File: config.mk
export PLATFORM = sky130hd
export DESIGN_NAME = video_ts_sched
export DESIGN_NICKNAME = d
export VERILOG_FILES = /design/src/rtl/video_ts_sched.sv
export SDC_FILE = /design/constraint.sdc
export NUM_CORES = 1
export LEC_CHECK = 0
export CAP_MARGIN = 20
export CORE_MARGIN = 8
export CORE_UTILIZATION = 58
export CTS_BUF_LIST = sky130_fd_sc_hd__clkbuf_4 sky130_fd_sc_hd__clkbuf_8
export DETAILED_ROUTE_END_ITERATION = 10
export PLACE_DENSITY = 0.92
export SLEW_MARGIN = 20
export SYNTH_ARGS = -nofsm -noshare
export SYNTH_HDL_FRONTEND = slang
export SYNTH_SLANG_ARGS = --single-unit
File: constraint.sdc
create_clock -name clk -period 5.16 [get_ports clk]
set_clock_uncertainty 0.05 [all_clocks]
set_input_delay 1.032 -clock clk [delete_from_list [all_inputs] [get_ports clk]]
set_output_delay 1.032 -clock clk [all_outputs]
set_load 0.01 [all_outputs]
File: src/rtl/video_ts_sched.sv
// video_ts_sched: TS line renderer task scheduler.
// Buffers render tasks in a small FIFO and issues them as tsr_go strobes
// on mem_rdy while enforcing a per-line DRAM word budget.
// Ports: clk, reset (sync, active-high), line_start/budget (line control),
//   task_* (upstream push, task_valid/task_ready handshake), mem_rdy,
//   tsr_go plus head fields (renderer), busy/ovf/issued (status).
// Option: TS_SCHED_CLIP_EN drops tasks whose span lies fully past XMAX.
module video_ts_sched #(
   parameter int         DEPTH_LOG = 2,
   parameter logic [8:0] XMAX      = 9'd360
) (
   input  logic       clk,
   input  logic       reset,
   input  logic       line_start,
   input  logic [8:0] budget,
   input  logic       task_valid,
   output logic       task_ready,
   input  logic       task_last,
   input  logic [8:0] task_x,
   input  logic [2:0] task_size,
   input  logic       task_flip,
   input  logic [5:0] task_addr,
   input  logic [8:0] task_line,
   input  logic [7:0] task_page,
   input  logic [3:0] task_pal,
   input  logic       mem_rdy,
   output logic       tsr_go,
   output logic [8:0] x_coord,
   output logic [2:0] x_size,
   output logic       flip,
   output logic [5:0] addr,
   output logic [8:0] line,
   output logic [7:0] page,
   output logic [3:0] pal,
   output logic       busy,
   output logic       ovf,
   output logic [6:0] issued
);

   localparam int DEPTH = 1 << DEPTH_LOG;
   localparam logic [DEPTH_LOG:0] CNT_FULL = {1'b1, {DEPTH_LOG{1'b0}}};

`ifdef TS_SCHED_CLIP_EN
   localparam bit CLIP_EN = 1'b1;
`else
   localparam bit CLIP_EN = 1'b0;
`endif

   typedef struct packed {
      logic       last;
      logic [8:0] x;
      logic [2:0] size;
      logic       flip;
      logic [5:0] addr;
      logic [8:0] line;
      logic [7:0] page;
      logic [3:0] pal;
   } ent_t;

   typedef enum logic [1:0] {
      IDLE,
      RUN,
      DRAIN,
      DONE
   } state_t;

   state_t               state;
   ent_t                 mem [DEPTH];
   logic [DEPTH_LOG-1:0] wptr;
   logic [DEPTH_LOG-1:0] rptr;
   logic [DEPTH_LOG:0]   count;
   logic [8:0]           rem;
   logic                 skip;

   ent_t       head;
   ent_t       wr_ent;
   logic       empty;
   logic       full;
   logic       push;
   logic       pop;
   logic [4:0] cost;
   logic       fits;
   logic       drop_clip;
   logic       go;

   assign head  = mem[rptr];
   assign empty = (count == '0);
   assign full  = (count == CNT_FULL);

   assign wr_ent.last = task_last;
   assign wr_ent.x    = task_x;
   assign wr_ent.size = task_size;
   assign wr_ent.flip = task_flip;
   assign wr_ent.addr = task_addr;
   assign wr_ent.line = task_line;
   assign wr_ent.page = task_page;
   assign wr_ent.pal  = task_pal;

   // cost = 2*(size+1) words, 2..16
   assign cost = {1'b0, head.size, 1'b0} + 5'd2;
   assign fits = ({4'b0, cost} <= rem);

   // Span end past 511 wraps onto the visible area, so it is kept.
   assign drop_clip = CLIP_EN && (head.x >= XMAX) &&
      (({1'b0, head.x} + {4'b0, head.size, 3'b111}) < 10'd512);

   // A head entry leaves the FIFO when skipped, clipped, over budget,
   // or issued; only the issue case waits for the renderer.
   assign pop = (state == RUN) && !empty &&
      (skip || drop_clip || !fits || mem_rdy);

   assign go = (state == RUN) && !empty && !skip && !drop_clip &&
      fits && mem_rdy && !line_start && !reset;

   assign push       = task_valid && task_ready;
   assign task_ready = !full && (state != DONE);
   assign tsr_go     = go;
   assign busy       = (state == RUN) || (state == DRAIN);

   assign x_coord = head.x;
   assign x_size  = head.size;
   assign flip    = head.flip;
   assign addr    = head.addr;
   assign line    = head.line;
   assign page    = head.page;
   assign pal     = head.pal;

   always_ff @(posedge clk) begin
      if (reset) begin
         state  <= IDLE;
         wptr   <= '0;
         rptr   <= '0;
         count  <= '0;
         rem    <= '0;
         skip   <= 1'b0;
         ovf    <= 1'b0;
         issued <= '0;
         for (int i = 0; i < DEPTH; i++) begin
            mem[i] <= '0;
         end
      end else if (line_start) begin
         // New line wins over any same-cycle push or pop.
         state  <= RUN;
         wptr   <= '0;
         rptr   <= '0;
         count  <= '0;
         rem    <= budget;
         skip   <= 1'b0;
         ovf    <= 1'b0;
         issued <= '0;
      end else begin
         if (push) begin
            mem[wptr] <= wr_ent;
            wptr      <= wptr + 1'b1;
         end
         if (pop) begin
            rptr <= rptr + 1'b1;
         end
         if (push && !pop) begin
            count <= count + 1'b1;
         end else if (pop && !push) begin
            count <= count - 1'b1;
         end

         unique case (state)
            RUN: begin
               if (pop) begin
                  if (go) begin
                     rem <= rem - {4'b0, cost};
                     if (issued != 7'd127) begin
                        issued <= issued + 7'd1;
                     end
                  end else if (!skip && !drop_clip) begin
                     // Over budget: drop the rest of the line.
                     ovf  <= 1'b1;
                     skip <= 1'b1;
                  end
                  if (head.last) begin
                     state <= DRAIN;
                     skip  <= 1'b0;
                  end
               end
            end
            DRAIN: begin
               if (mem_rdy) begin
                  state <= DONE;
               end
            end
            DONE: begin
               state <= IDLE;
            end
            default: begin
               state <= state;
            end
         endcase
      end
   end

endmodule

==> results of run 1 <==
power groups by stage:
stage | clock network [µW] | registers [µW] | logic [µW]
after detailed placement | 0 | 1830 | 375
after floorplan | 0 | 1820 | 208
after global placement | 0 | 1820 | 365
after global routing | 1080 | 1800 | 408
after CTS | 1020 | 1800 | 379
final | 1010 | 1800 | 381
worst min-delay path by stage:
| stage | from | end | slack [ns] | depth (start not counted) |
|---|---|---|---|---|
| after detailed placement | ovf | ovf | 0.41 | 1 |
| after CTS | rem[1] | rem[1] | 0.43 | 2 |
| after global routing | rem[1] | rem[1] | 0.46 | 2 |
| final | rem[1] | rem[1] | 0.42 | 2 |
| after floorplan | rem[8] | rem[8] | 0.40 | 1 |
| after global placement | ovf | ovf | 0.40 | 1 |
metal layers:
layer / share of wire / track usage / up-vias
met4: 0.026 / 0.0872 / 0
met3: 0.053 / 0.0349 / 38
met5: 0 / 0 / -
met2: 0.53 / 0.362 / 230
met1: 0.40 / 0.247 / 2786
li1: - / - / 2493
worst max-delay path, stage by stage (launching register included):
cell	delay (ns)
dfxtp_4	0.52
mux4_2	0.59
ha_1	0.31
inv_1	0.07
fa_1	0.43
a21oi_1	0.28
o21ai_1	0.23
o21ai_4	0.26
inv_2	0.15
clkdlybuf4s50_1	0.51
flip-flops by register name, summed over array words and instances (netlist names), named ones only:
register  count
mem         164
skip          1
count         3
wptr          2
issued        7
rem           9
ovf           1
rptr          2
state         2
placed cells by master (no fill, tap or decap), drive strengths merged, types with 6 or more instances in the layout:
cell type      instances
edfxtp               164
and2                 123
clkdlybuf4s50        105
mux4                  41
and3                  41
dfxtp                 29
clkbuf                23
inv                   22
nor2                  21
buf                   18
nand2                 15
a21oi                 14
nor3                  13
ha                    12
o21ai                  8
nand3                  6
through the flow:
stage                     total power [µW]  hold slack (ns)
after CTS                             3200            0.425
after global placement                2190            0.402
final                                 3180            0.422
after detailed placement              2210            0.407
after floorplan                       2030            0.397
after global routing                  3290            0.457
layout make-up:
type,count,area [µm²]
antenna,1,2.50
clock buffer,23,292
clock inverter,9,119
fill,905,4510
inverter,18,67.6
multi-input combinational,362,3110
sequential,193,5510
tap,188,235
timing repair buffer,123,1190
cells by family after synthesis:
kind of cell               synth area share
adders and majority gates            0.0216
and+or+nand+nor                       0.167
AOI/OAI and AO/OA                    0.0428
xor gates and xnor gates            0.00794
muxes                                 0.109
DFF                                   0.624
buffers and inverters                0.0278
what timing repair did:
action / in CTS / in global routing
endpoints found under the setup margin: 1 / 1
setup buffers: 0 / 3
pin swaps: 0 / 1
resized for setup: 1 / 0
==> metrics, run 1 <==
DP Cell Count=881; Design Area, Final=10500 µm²; combinational power share=0.120; post-placement cell area=10100 µm²; number of port buffers=105; sequential share of the synthesized area=0.624; first drt pass iteration count=5; Post-Syn Area=8820 µm²; Via Count=5547; Core Util, Final=0.700; Crit. End Element=primary output; status=completed; reg-to-reg slack, setup=1.03 ns; H-tree level count=4; P_int=2430 µW; total CTS buffers=17; critical path class=reg -> out; Worst IR Drop VDD=0.158 mV; commonest cells in the netlist=edfxtp_1, and2_1, and3_1, mux4_2, dfxtp_1; die height=139 µm; Slew Limit Fails=0; Avg WL per Cell=21.3 µm; leak pwr=0.00388 µW; Post-synth EDFFs=164; die width=139 µm; Seq cells post-synth=193; Die Area=19400 µm²; CP Data Required Time=4.08 ns; CTS Hold Bufs=0; CTS tree=built; largest net degree at the start of global routing=49; antenna-violating nets left=0; relative slew slack=0.286; Avg Cell Area, Syn=14.4 µm²; vias in the first global route=5892; Synth area leader=edfxtp_1; Placement Setup Slack=0.465 ns; Post-synth ARST share=0; hpwl dp=12600 µm; DRT iter0 DRCs=637; Final Critical Period=4.89 ns; core area=15000 µm²; crit path launch type=flop; DRC errors left=0; clk buf depth=2; slew at the pin with the worst max-slew slack=1.07 ns; clock sink count=193; Fin Setup TNS=0 ns; Nets=784; Worst Hold Class=reg -> reg; total gr overflow=0; library cells used by synthesis=62; total global-route track usage=0.206; sequential cell fraction of total power=0.564; maximum clock rate=204 MHz; Period Utilization, post-route=0.948; layout cells sized above 1=0.150; GPL Wtd Cong=0.893; routed vias/inst=6.05; end of the critical path=tsr_go; switch share=0.237; largest cells by area after synthesis=edfxtp_1, mux4_2, and2_1, dfxtp_1, and3_1; max cap viols=0; synth warn=0; Sw Pwr=755 µW; DRT Wirelength=19500 µm; initial antenna violation count=1; crit path DAT=3.81 ns; # IOs=106; Clock Latency Late Sink=0.46 ns; Max FO, Critical Path=14; top-count cell post-synth=edfxtp_1; global-route wire length before repair=31300 µm; Cell Rows=45; Setup Viol. Count Final=0; Clock Power Share=0.316; PnR worst setup slack=0.267 ns; Synth top area share=0.558; worst r2r dst=count[2]; PwrDens=303 nW/µm²; CTS root buf=clkbuf_8; main flop type after synthesis=edfxtp_1; Initial Util=0.587; cell count after synthesis=611; Worst-path clk slew=0.09 ns; syn_nets=680; final hold violations=0; final std cells w/o fill=917; unrepaired setup endpoints after global routing=false; area grow syn2layout=19.2%; R2R cell count=14
(Power assumes the default switching activity.)
==> run 2, diff against run 1 <==
- ABC_AREA: unset -> 1
- CORE_MARGIN: 8 -> 2
==> run 2 against run 1 <==
Non-clock buffer count decreased by 8; wire length increased by 0.34%; combinational power increased by 2%; critical path type unchanged; largest cell class unchanged.
==> metrics, run 2 <==
proportion of synthesized area in mux cells=0; sequential cell fraction of total power=0.570; slew at the pin with the worst max-slew slack=1.02 ns; Worst IR Drop VDD=0.161 mV; Initial Util=0.586; hold_sp=rem[1]; Max FO, Critical Path=30; status=completed; largest family of logic cells by synthesized area=simple AND/OR/NAND/NOR gates; library cells used by synthesis=34; Synth Area in Compound Gates=0.0954; antenna-violating nets left=0; critical path class=reg -> out; largest registers=mem x164, rem x9, issued x7; main flop type after synthesis=edfxtp_1; combinational power share=0.124; CTS tree=built; top-count cell post-synth=nor2_1; Synth top area share=0.559; final hold violations=0; sequential share of the synthesized area=0.625; layout cells sized above 1=0.0692; Period Utilization, post-route=0.923; commonest cells after routing, fill and taps aside=nor2_1, edfxtp_1, clkdlybuf4s50_1; # IOs=106; die height=127 µm; P_int=2400 µW; die width=127 µm; Avg WL per Cell=16.7 µm; first drt pass iteration count=5; XOR/XNOR share of the synthesized area=0.00795; clk buf depth=2; number of port buffers=105; maximum clock rate=210 MHz; CTS Hold Bufs=0; leak pwr=0.00407 µW; Clock Power Share=0.307; Seq cells post-synth=193; DRT Wirelength=19600 µm; CTS root buf=clkbuf_8; cell count after synthesis=884; Worst-path clk slew=0.09 ns; Most flops, register=mem; global-route wire length before repair=31500 µm; crit path DAT=3.68 ns; Slew Limit Fails=0; largest cells by area after synthesis=edfxtp_1, nor2_1, dfxtp_1, o21ai_0, nand2_1; switch share=0.240; Core Util, Final=0.686; synth warn=0; diode count=0; syn_nets=953; CP Data Required Time=4.08 ns; Sw Pwr=758 µW; final hold slack=0.419 ns; Post-Syn Area=8810 µm²; GPL Wtd Cong=0.908; hpwl dp=12300 µm; Via Count=6680; vias in the first global route=6355; Post-synth EDFFs=164; total CTS buffers=17; post-placement cell area=9920 µm²; Clock Latency Late Sink=0.47 ns; Fin Setup TNS=0 ns; Setup Viol. Count Final=0; relative slew slack=0.321; commonest cells in the netlist=nor2_1, edfxtp_1, o21ai_0; max FFs per register=164; area grow syn2layout=17.1%; Crit. End Element=primary output; Nets=1038; Avg Cell Area, Syn=9.97 µm²; Cell Rows=45; PwrDens=306 nW/µm²; reg-to-reg slack, setup=1.35 ns; unrepaired setup endpoints after global routing=false; total power=3160 µW; largest net degree at the start of global routing=45; total global-route track usage=0.252; synthesized-area fraction occupied by adder cells=0.0216; Synth area leader=edfxtp_1; DRT iter0 DRCs=808; Post-synth ARST share=0; Final Critical Period=4.76 ns; commonest non-fill, non-tap cell in the layout=nor2_1; Die Area=16200 µm²; Worst Hold Class=reg -> reg; clock sink count=193; routed vias/inst=5.71; core area=15000 µm²; crit path launch type=flop; H-tree level count=4; total gr overflow=0; Synth Area in Simple Gates=0.183; Design Area, Final=10300 µm²; max cap viols=0; Post-CTS Setup Repair Bufs=0; Resize count post-CTS=0; DRC errors left=0; initial antenna violation count=0
-- run 2: per-layer routing --
metal  GRT usage  share of wire  vias up
met5           0              0        -
met4       0.119          0.034        0
met3      0.0540          0.074       59
met2       0.416           0.49      333
met1       0.321           0.40     3131
li1            -              -     3157
-- run 2: kinds of logic (layout without fill, tap and decap cells) --
logic type	Yosys count	in the layout
AOI/OAI and AO/OA	156	156
xor gates and xnor gates	8	8
adders and majority gates	14	14
buffers and inverters	130	228
DFF	193	193
and+or+nand+nor	383	383
-- run 2: worst max-delay path, cell delays in order, from the launching register on --
cell and delay [ns]:
dfxtp_2 0.44, inv_2 0.41, nand2_1 0.11, a32oi_1 0.41, ha_1 0.25, xor2_1 0.08
ha_1 0.37, nand2_1 0.07, nand2_1 0.07, nand2_2 0.09, nand3_2 0.10, nand3_4 0.13
inv_4 0.13, clkdlybuf4s50_1 0.55
-- run 2: stage by stage --
step | setup slack (ns) | cells
2_1_floorplan | 0.127 | 884
3_3_place_gp | 0.986 | 1138
3_5_place_dp | 0.889 | 1138
4_1_cts | 0.415 | 1170
5_1_grt | 0.190 | 1170
6_report | 0.397 | 1170
-- run 2: area by class of cell --
type / count / area [µm²]
Clock buffer: 26 / 339
Timing Repair Buffer: 115 / 1130
Fill cell: 1082 / 4710
Sequential cell: 193 / 5510
Clock inverter: 6 / 55.1
Inverter: 81 / 308
Tap cell: 188 / 235
Multi-Input combinational cell: 561 / 2750
-- run 2: path summary, 6_finish.rpt --
check | to | cells past startpoint
max | tsr_go | 13
min | rem[1] | 2
max reg2reg | count[2] | 20
min reg2reg | rem[1] | 2
-- run 2: power by group through the flow --
stage	sequential, µW	combinational [µW]	clock [µW]
2_1_floorplan	1830	225	0
3_3_place_gp	1830	376	0
3_5_place_dp	1840	386	0
4_1_cts	1800	389	967
5_1_grt	1810	432	1030
6_report	1800	390	970
==> run 3, diff against run 2 <==
- SKIP_LAST_GASP: unset -> 1
==> results of run 3 <==
No change in the layout: final DEF, timing and power equal those of run 2.
